<file path="config.mk">
export PLATFORM = sky130hd
export DESIGN_NAME = goldschmidt_ctrl
export DESIGN_NICKNAME = d
export VERILOG_FILES = /design/src/rtl/gs_pkg.sv /design/src/rtl/goldschmidt_ctrl.sv
export SDC_FILE = /design/constraint.sdc
export NUM_CORES = 1
export LEC_CHECK = 0
export BUFFER_PORTS_ARGS = -buffer_cell sky130_fd_sc_hd__buf_2
export CAP_MARGIN = 20
export CORE_MARGIN = 4
export CORE_UTILIZATION = 44
export DETAILED_ROUTE_END_ITERATION = 6
export MAX_ROUTING_LAYER = met4
export PLACE_DENSITY_LB_ADDON = 0.1
export SLEW_MARGIN = 20
export SYNTH_ARGS = -nofsm -noshare
export SYNTH_HDL_FRONTEND = slang
export SYNTH_SLANG_ARGS = --single-unit
</file>
<file path="constraint.sdc">
create_clock -name clk -period 2.9 [get_ports clk]
set_clock_uncertainty 0.05 [all_clocks]
set_input_delay 0.145 -clock clk [delete_from_list [all_inputs] [get_ports clk]]
set_output_delay 0.145 -clock clk [all_outputs]
set_load 0.02 [all_outputs]
</file>
<file path="src/rtl/gs_pkg.sv">
// Shared definitions for the Goldschmidt divide/sqrt controller: states,
// datapath mux encodings, counter width and the per-state control decode.
package gs_pkg;

  localparam int unsigned CNT_W = 3;
  localparam int unsigned MA_W  = 3;
  localparam int unsigned MB_W  = 2;

  typedef enum logic [2:0] {
    S_IDLE,
    S_INIT_A,
    S_INIT_B,
    S_IT_A,
    S_IT_B,
    S_IT_C,
    S_FINAL
  } state_e;

  // A-mux selects
  localparam logic [MA_W-1:0] MA_NEXT = 3'b000;
  localparam logic [MA_W-1:0] MA_DEXT = 3'b001;
  localparam logic [MA_W-1:0] MA_RA   = 3'b010;
  localparam logic [MA_W-1:0] MA_RB   = 3'b011;
  localparam logic [MA_W-1:0] MA_RK   = 3'b100;
  localparam logic [MA_W-1:0] MA_IA   = 3'b101;

  // B-mux selects
  localparam logic [MB_W-1:0] MB_IA   = 2'b00;
  localparam logic [MB_W-1:0] MB_NEXT = 2'b01;
  localparam logic [MB_W-1:0] MB_RK   = 2'b10;

  typedef struct packed {
    logic [MA_W-1:0] ma;
    logic [MB_W-1:0] mb;
    logic            ms;
    logic            mq;
    logic            la;
    logic            lb;
    logic            lk;
    logic            busy;
    logic            done;
  } ctrl_t;

  // Control word presented to the datapath while the FSM sits in state s.
  function automatic ctrl_t gs_decode(input state_e s, input logic mode);
    ctrl_t c;
    c      = '0;
    c.ms   = mode;
    c.busy = (s != S_IDLE);
    case (s)
      S_INIT_A: begin
        c.ma = MA_NEXT;
        c.mb = MB_IA;
        c.la = 1'b1;
      end
      S_INIT_B: begin
        c.ma = mode ? MA_RA : MA_DEXT;
        c.mb = MB_IA;
        c.lb = 1'b1;
        c.lk = 1'b1;
      end
      S_IT_A: begin
        c.ma = MA_RA;
        c.mb = MB_RK;
        c.la = 1'b1;
      end
      S_IT_C: begin
        c.ma = MA_RK;
        c.mb = MB_RK;
        c.lk = 1'b1;
        c.mq = 1'b1;
      end
      S_IT_B: begin
        c.ma = MA_RB;
        c.mb = MB_RK;
        c.lb = 1'b1;
        c.lk = 1'b1;
      end
      S_FINAL: begin
        c.ma   = MA_RA;
        c.mb   = MB_RK;
        c.done = 1'b1;
      end
      default: ;
    endcase
    return c;
  endfunction

endpackage

</file>
<file path="src/rtl/goldschmidt_ctrl.sv">
// Goldschmidt divide / square-root sequencer. Every output is a flop loaded
// with the decode of the next state, so outputs never see start/op_sqrt.
module goldschmidt_ctrl
  import gs_pkg::*;
#(
  parameter int unsigned ITER = 3
) (
  input  logic            clk,
  input  logic            rst_n,
  input  logic            start,
  input  logic            op_sqrt,
  output logic [MA_W-1:0] Ma,
  output logic [MB_W-1:0] Mb,
  output logic            Ms,
  output logic            Mq,
  output logic            La,
  output logic            Lb,
  output logic            Lk,
  output logic            busy,
  output logic            done
);

  state_e             state_q, state_d;
  logic               mode_q, mode_d;
  logic [CNT_W-1:0]   cnt_q, cnt_d;
  ctrl_t              ctrl_q, ctrl_d;

  always_ff @(posedge clk) begin
    if (!rst_n) begin
      state_q <= S_IDLE;
      mode_q  <= 1'b0;
      cnt_q   <= '0;
      ctrl_q  <= gs_decode(S_IDLE, 1'b0);
    end else begin
      state_q <= state_d;
      mode_q  <= mode_d;
      cnt_q   <= cnt_d;
      ctrl_q  <= ctrl_d;
    end
  end

  always_comb begin
    state_d = state_q;
    mode_d  = mode_q;
    cnt_d   = cnt_q;
    unique case (state_q)
      S_IDLE: begin
        if (start) begin
          state_d = S_INIT_A;
          mode_d  = op_sqrt;
          cnt_d   = '0;
        end
      end
      S_INIT_A: state_d = S_INIT_B;
      S_INIT_B: state_d = S_IT_A;
      // sqrt squares Rk in an extra step before refining Rb
      S_IT_A:   state_d = mode_q ? S_IT_C : S_IT_B;
      S_IT_C:   state_d = S_IT_B;
      S_IT_B: begin
        cnt_d   = cnt_q + CNT_W'(1);
        state_d = (cnt_q < CNT_W'(ITER - 1)) ? S_IT_A : S_FINAL;
      end
      S_FINAL:  state_d = S_IDLE;
      default:  state_d = S_IDLE;
    endcase
    ctrl_d = gs_decode(state_d, mode_d);
  end

  assign Ma   = ctrl_q.ma;
  assign Mb   = ctrl_q.mb;
  assign Ms   = ctrl_q.ms;
  assign Mq   = ctrl_q.mq;
  assign La   = ctrl_q.la;
  assign Lb   = ctrl_q.lb;
  assign Lk   = ctrl_q.lk;
  assign busy = ctrl_q.busy;
  assign done = ctrl_q.done;

endmodule

</file>
==> results of run 1 <==
==> kinds of logic (layout without fill, tap and decap cells) <==
family,Yosys count,after routing,share of synthesized area
muxes,2,2,0.0299
other,1,1,0.00559
and+or+nand+nor,26,26,0.216
xor gates and xnor gates,2,2,0.0261
buffers and inverters,7,20,0.0560
AOI/OAI and AO/OA,15,15,0.140
adders and majority gates,1,1,0.0187
DFF,17,17,0.507
==> worst max-delay path, cell delays in order (launching register included) <==
cell	delay (ns)
dfxtp_1	0.55
or3b_4	0.46
or3_1	0.32
a21oi_1	0.14
==> sequential cells by signal (all words and copies together) (netlist names) <==
signal	cells
La	1
Lb	1
Lk	1
Ma	3
Mb	1
Mq	1
Ms	1
busy	1
cnt_q	3
done	1
state_q	3
==> power groups by stage <==
stage / sequential [mW] / clock [mW] / combinational (mW)
floorplan: 0.271 / 0 / 0.0427
global placement: 0.266 / 0 / 0.0608
detailed placement: 0.267 / 0 / 0.0609
CTS: 0.261 / 0.132 / 0.0612
global route: 0.264 / 0.140 / 0.0680
finish: 0.261 / 0.125 / 0.0603
==> path summary, 6_finish.rpt <==
check	from	end	slack, ns
setup reg to reg	state_q[2]	cnt_q[2]	1.33
hold / removal	op_sqrt	Ms	0.08
hold reg to reg	cnt_q[0]	cnt_q[0]	0.45
setup / recovery	state_q[2]	cnt_q[2]	1.33
==> per-layer routing <==
metal | GRT usage | wire [um] | up-vias
li1 | - | - | 262
met1 | 0.145 | 498 | 228
met2 | 0.176 | 475 | 12
met3 | 0.0575 | 66 | 4
met4 | 0.0829 | 25 | 0
met5 | - | 0 | -
==> area by class of cell <==
type	count	area (sq um)	area share
clock buffers	3	22.5	0.0298
clock inverters	1	5.00	0.00661
inverters	2	7.51	0.00992
multi-input cells	47	293	0.387
flip-flops and latches	17	340	0.450
well taps	15	18.8	0.0248
repair buffers	14	70.1	0.0926
==> cell usage in the layout, fill, tap and decap left out, drive strengths merged <==
master	netlist	final
nand2b	2	2
dfxtp	17	17
conb	1	1
or3	2	2
and2b	1	1
a21oi	5	5
a21boi	2	2
xor2	1	1
inv	2	2
nand3b	1	1
or3b	1	1
xnor2	1	1
mux2i	2	2
nor2	3	3
o21ai	3	3
and2	2	2
clkinv	0	1
o31a	1	1
nor3	1	1
o21a	1	1
o22ai	2	2
clkbuf	3	3
nor4b	1	1
and3	2	2
buf	2	14
ha	1	1
o211a	1	1
nor2b	2	2
nand2	8	8
==> through the flow <==
step | worst slack, ns | power [mW]
4_1_cts | 1.33 | 0.454
5_1_grt | 1.25 | 0.472
2_1_floorplan | 1.54 | 0.314
6_report | 1.33 | 0.446
3_5_place_dp | 1.35 | 0.328
3_3_place_gp | 1.38 | 0.327
==> metrics, run 1 <==
status complete, no violations; CTS clk-pin slew, worst paths about 0.090 ns; initial core utilization 0.491; fmax 0.638 GHz; All-Layer GR Usage 0.127; Final #Nets 90; Port-buffer cells 14; final worst-path cycle share 0.541; Flop pwr share 0.585; peak supply drop around 0.00042 V; top cell type's share of synthesized area 0.507; Final GP Congestion 0.669; most instantiated cells after synthesis dfxtp_1, nand2_1, a21oi_1; Syn Nets 76; synthesis-to-layout area growth 12.9%; Site Rows 13; post-route ant nets 0; cell area after synthesis between 600 and 700 sq um; fillcell total between 100 and 150; Leak approximately 0.35 nW; Top Ports 16; post-CTS setup buffers 0; largest cells by area after synthesis dfxtp_1, nand2_1, a21oi_1; Seq/Total Area, Yosys 0.507; Mapped Avg Cell Area between 9 and 10 sq um; RSZ-0062 raised after global routing false; Max FO, Critical Path 13; CORE AREA ~1400 sq um; final cell count without fillers just under 100; first-pass GRT wire length approximately 1.8 mm; WHS between 0.08 and 0.09 ns; Tmin final ~1.6 ns; CTS root buffer clkbuf_4; Routed WL approximately 1.1 mm; TNS Setup 0 ns; DRT Pass-1 Iters 3; Gate Count Post-Synth roughly 70; count leader, synth dfxtp_1; number of global-route vias before repair 430; Yosys warnings 0; grt ovf 0; WL per Instance between 10 and 15 um; area leader, netlist dfxtp_1; Yosys cell types 29; Logic pwr share 0.135; Final Hold Fails 0; CTS Hold Bufs 0; share of cells above drive strength 1 0.238; PD cells approximately 590 nW/um^2; Net Sw Frac 0.273; Final setup viols 0; Vias/cell 5.11; Die ar. 2210 sq um; Worst Reg-to-Reg Cells 3; Bufs on Longest Clock Path 2; largest net degree at the start of global routing 14; Crit Path Class flop to flop; Int Power 0.325 mW; Critical Path RT just over 3 ns; ys flop type dfxtp_1; switching pwr ~0.12 mW; Die Wd between 40 and 50 um; fin area about 760 sq um; worst hold path class input port to flop; CTS Buf Count 3; ant diodes 0; initial detailed-routing violation count 1; asr flop ratio synth 0; final core occ 0.554; crit path DAT around 1.8 ns; Clk pwr share 0.280; # Max-Cap Violations 0; Post-CTS Resized 0; FF+latch count, synth 17; number of flops mapped to enable cells by yosys 0; via count between 500 and 600; H-tree depth 1; Post-DP Area 729 sq um; antenna violations before repair 0; depth of the worst hold-timing path 3; post-detail-place hpwl a little under 800 um; placed cell count 95; CP Capture Type flop; Sink Count 17; Vert. Die Dim 47.0 um; Slew Viols, Final 0; CTS tree done; worst skew pair latency ~0.29 ns; Worst Setup Start Kind flop; # DRC 0
(Power assumes the default switching activity.)
==> run 2: changes to the inputs <==
==> constraint.sdc (replaced) <==
create_clock -name clk -period 1.25 [get_ports clk]
set_clock_uncertainty 0.05 [all_clocks]
set_input_delay 0.0625 -clock clk [delete_from_list [all_inputs] [get_ports clk]]
set_output_delay 0.0625 -clock clk [all_outputs]
set_load 0.02 [all_outputs]
==> metrics, run 2 (synthesis gave the netlist of run 1 again) <==
status finished, violations left; failing checks negative setup slack; crit path DAT ~1.5 ns; largest net degree at the start of global routing 13; post-detail-place hpwl ~900 um; commonest non-fill, non-tap cells in the layout dfxtp_1, buf_2, nand2_1; critical path's largest stage delay 0.39 ns; worst hold path class input port to flop; CTS tree done; Final #Nets between 90 and 100; CTS clk-pin slew, worst paths roughly 0.10 ns; share of cells above drive strength 1 0.370; initial core utilization 0.491; Sink Count 17; Worst Setup Start Kind flop; grt ovf 0; Port-buffer cells 14; CP Cell Sequence or3b_4, or3_1, a21oi_1; fmax 0.768 GHz; via count about 540; WL per Instance between 10 and 15 um; RSZ-0062 raised after global routing true; Slew Viols, Final 0; number of global-route vias before repair 476; Crit path max-delay family simple AND/OR/NAND/NOR gates; Die Wd approximately 47 um; initial detailed-routing violation count 1; All-Layer GR Usage 0.141; worst skew pair latency 0.28 ns; Final Hold Fails 0; Leak approximately 0.40 nW; final core occ 0.621; Final setup viols 1; fin area around 850 sq um; antenna violations before repair 0; Post-DP Area a little under 800 sq um; Slowest cell on crit path or3b_4; peak supply drop between 0.0007 and 0.0008 V; slack of the critical path -0.0514 ns; Max FO, Critical Path 4; CTS root buffer clkbuf_4; post-route ant nets 0; Site Rows 13; Vias/cell ~5; Tmin final 1.30 ns; Vert. Die Dim roughly 47 um; synthesis-to-layout area growth 26.5%; DRT Pass-1 Iters 3; Routed WL ~1.2 mm; Top Ports 16; CTS Hold Bufs 0; CORE AREA about 1400 sq um; CTS Buf Count 3; Critical Path RT ~1.4 ns; Bufs and invs on worst path 0; Final GP Congestion slightly above 0.7; Die ar. between 2000 and 2500 sq um; first-pass GRT wire length ~2.0 mm; final worst-path cycle share 1.04; Pwr Total around 1.1 mW; # Max-Cap Violations 0; Crit Path Class flop to flop; ant diodes 0; H-tree depth 1; Bufs on Longest Clock Path 2; # DRC 0; TNS Setup -0.0514 ns; PD cells 1280 nW/um^2; CP Capture Type flop
-- run 2: tightest hold or removal path: cells and delay by family --
kind	cells	cell delay (ns)
simple gates	1	0.10
buf+inv	1	0.09
mux	1	0.06
-- run 2: metrics by stage --
step | hold slack, ns | setup WS (ns) | instances
floorplan | 0.175 | -0.0736 | 71
global placement | 0.304 | -0.0122 | 103
detailed placement | 0.310 | -0.0584 | 103
CTS | 0.0108 | -0.0461 | 107
global route | 0.0466 | -0.0858 | 107
finish | 0.00993 | -0.0514 | 107
-- run 2: path summary, 6_finish.rpt --
kind                   end  startpoint  cells past startpoint  slack, ns
setup / recovery  cnt_q[2]  state_q[2]                      3      -0.05
setup reg to reg  cnt_q[2]  state_q[2]                      3      -0.05
hold reg to reg   cnt_q[1]    cnt_q[1]                      2       0.46
hold / removal          Ms     op_sqrt                      3       0.01
-- run 2: area by class of cell --
type	count	area, sq um
Timing Repair Buffer	22	134
Multi-Input combinational cell	47	318
Sequential cell	17	344
Tap cell	15	18.8
Inverter	2	7.51
Fill cell	123	518
Clock buffer	4	26.3
-- run 2: repair_timing --
item	in CTS	in global routing
gates resized for setup	2	7
hold endpoints to repair	0	0
endpoints found under the setup margin	4	8
setup buffers	0	0
-- run 2: power breakdown --
part           switching (mW)  total, mW  internal, mW
Combinational           0.107      0.205        0.0974
Sequential             0.0185      0.593         0.575
Clock                   0.168      0.292         0.124
Total                   0.294       1.09         0.796
-- run 2: layer usage --
layer / vias up / track usage / wire, um
met1: 248 / 0.151 / 550
met5: - / - / 0
li1: 278 / - / -
met4: 0 / 0.116 / 24
met3: 2 / 0.0345 / 54
met2: 8 / 0.217 / 619
==> run 3: changes to the inputs <==
--- a/config.mk
+++ b/config.mk
@@ -7,8 +7,10 @@
 export LEC_CHECK = 0
 export BUFFER_PORTS_ARGS = -buffer_cell sky130_fd_sc_hd__buf_2
 export CAP_MARGIN = 20
+export CELL_PAD_IN_SITES_DETAIL_PLACEMENT = 0
+export CELL_PAD_IN_SITES_GLOBAL_PLACEMENT = 1
 export CORE_MARGIN = 4
-export CORE_UTILIZATION = 44
+export CORE_UTILIZATION = 33
 export DETAILED_ROUTE_END_ITERATION = 6
 export MAX_ROUTING_LAYER = met4
 export PLACE_DENSITY_LB_ADDON = 0.1
==> metrics, run 3 (synthesis gave the netlist of run 1 again) <==
post-route ant nets 0; grt ovf 0; Die ar. between 2000 and 3000 sq um; crit path DAT 1.51 ns; share of cells above drive strength 1 0.404; Endpoint, Worst Hold busy; All-Layer GR Usage 0.109; hold path startpoint start; Routed WL 1.31 mm; CTS tree done; worst hold path class input port to flop; final core occ 0.460; GR met3 Demand/Resource 0.0592; Pwr Total 1.11 mW; Vias/cell about 4.5; Die Wd 53.1 um; # Max-Cap Violations 0; synthesis-to-layout area growth 33.2%; WL per Instance about 11 um; CP Capture Type flop; Worst Reg-to-Reg Cells 3; Slew Viols, Final 0; Site Rows 16; CTS root buffer clkbuf_4; CTS clk-pin slew, worst paths roughly 0.1 ns; Top Ports 16; via count about 550; Leak about 0.41 nW; # DRC 0; post-detail-place hpwl 910 um; Max FO, Critical Path 4; Final setup viols 2; met1 usage 0.133; Sink Count 17; worst skew pair latency ~0.29 ns; Vert. Die Dim 53.1 um; busiest grt layer met2; Final Hold Fails 0; peak supply drop 0.000915 V; ant diodes 0; RSZ-0062 raised after global routing true; final worst-path cycle share 1.06; Post-DP Area about 800 sq um; largest net degree at the start of global routing 13; TNS Setup -0.0709 ns; DRT Pass-1 Iters 4; Final GP Congestion a little over 0.7; first-pass GRT wire length about 2.1 mm; Final #Nets 100; initial detailed-routing violation count 5; R2R Path End cnt_q[2]; H-tree depth 1; Crit Reg-Reg Startpoint state_q[1]; initial core utilization 0.345; Port-buffer cells 14; antenna violations before repair 0; failing checks negative setup slack; internal reg-to-reg setup slack -0.07 ns; number of global-route vias before repair around 460; CTS Buf Count 3; Tmin final 1.32 ns; fin area 893 sq um; commonest non-fill, non-tap cells in the layout dfxtp_1, buf_2, nand2_1, buf_4; PD cells about 1200 nW/um^2; Worst Setup Start Kind flop; depth of the worst hold-timing path 3; Crit Path Class flop to flop; slack of the critical path -0.0688 ns; status finished, violations left; CORE AREA 1940 sq um; Critical Path RT 1.44 ns; fmax between 0.7 and 0.8 GHz; Bufs on Longest Clock Path 2; GR met2 Demand/Resource 0.151
==> run 3: routing by layer <==
layer / vias up / routed length [um]
li1: 285 / -
met2: 13 / 585
met4: 0 / 14
met3: 2 / 79
met1: 245 / 626
met5: - / 0
==> run 3: worst max path at each step <==
stage	start	to	cells past startpoint
floorplan	state_q[0]	cnt_q[2]	4
global placement	state_q[1]	cnt_q[2]	3
detailed placement	state_q[1]	cnt_q[2]	3
CTS	state_q[1]	cnt_q[2]	3
global route	state_q[1]	cnt_q[2]	3
finish	state_q[1]	cnt_q[2]	3
==> run 3: worst max-delay path, cell delays in order (launching register included) <==
cell and delay [ns]:
dfxtp_2 0.36, or3b_4 0.40, or3_1 0.33, a21oi_2 0.11
==> run 3: area by class of cell <==
| cell class | instances | area, sq um |
|---|---|---|
| inverters | 2 | 7.51 |
| fillers | 213 | 1050 |
| clock buffers | 3 | 22.5 |
| repair buffers | 24 | 151 |
| clock inverters | 1 | 5.00 |
| well taps | 27 | 33.8 |
| flip-flops and latches | 17 | 347 |
| multi-input cells | 47 | 327 |
==> run 3: through the flow <==
stage	hold WS [ns]	std cells	setup WS [ns]
6_report	0.0360	121	-0.0688
3_3_place_gp	0.294	115	-0.0231
5_1_grt	0.0302	121	-0.103
2_1_floorplan	0.175	71	-0.0736
3_5_place_dp	0.301	115	-0.0315
4_1_cts	0.0279	120	-0.0531
==> run 3: timing repair <==
action	in CTS	in global routing
hold buffers	1	0
endpoints found under the setup margin	5	9
buffers inserted	0	1
gates resized for setup	3	10
pin swaps	1	0
gates cloned	0	0
hold endpoints to repair	1	0
==> run 3: power breakdown <==
part,switching (mW),internal (mW),leakage (nW),total (mW)
Combinational,0.111,0.108,0.254,0.219
Sequential,0.0193,0.574,0.140,0.594
Clock,0.183,0.119,0.0177,0.302
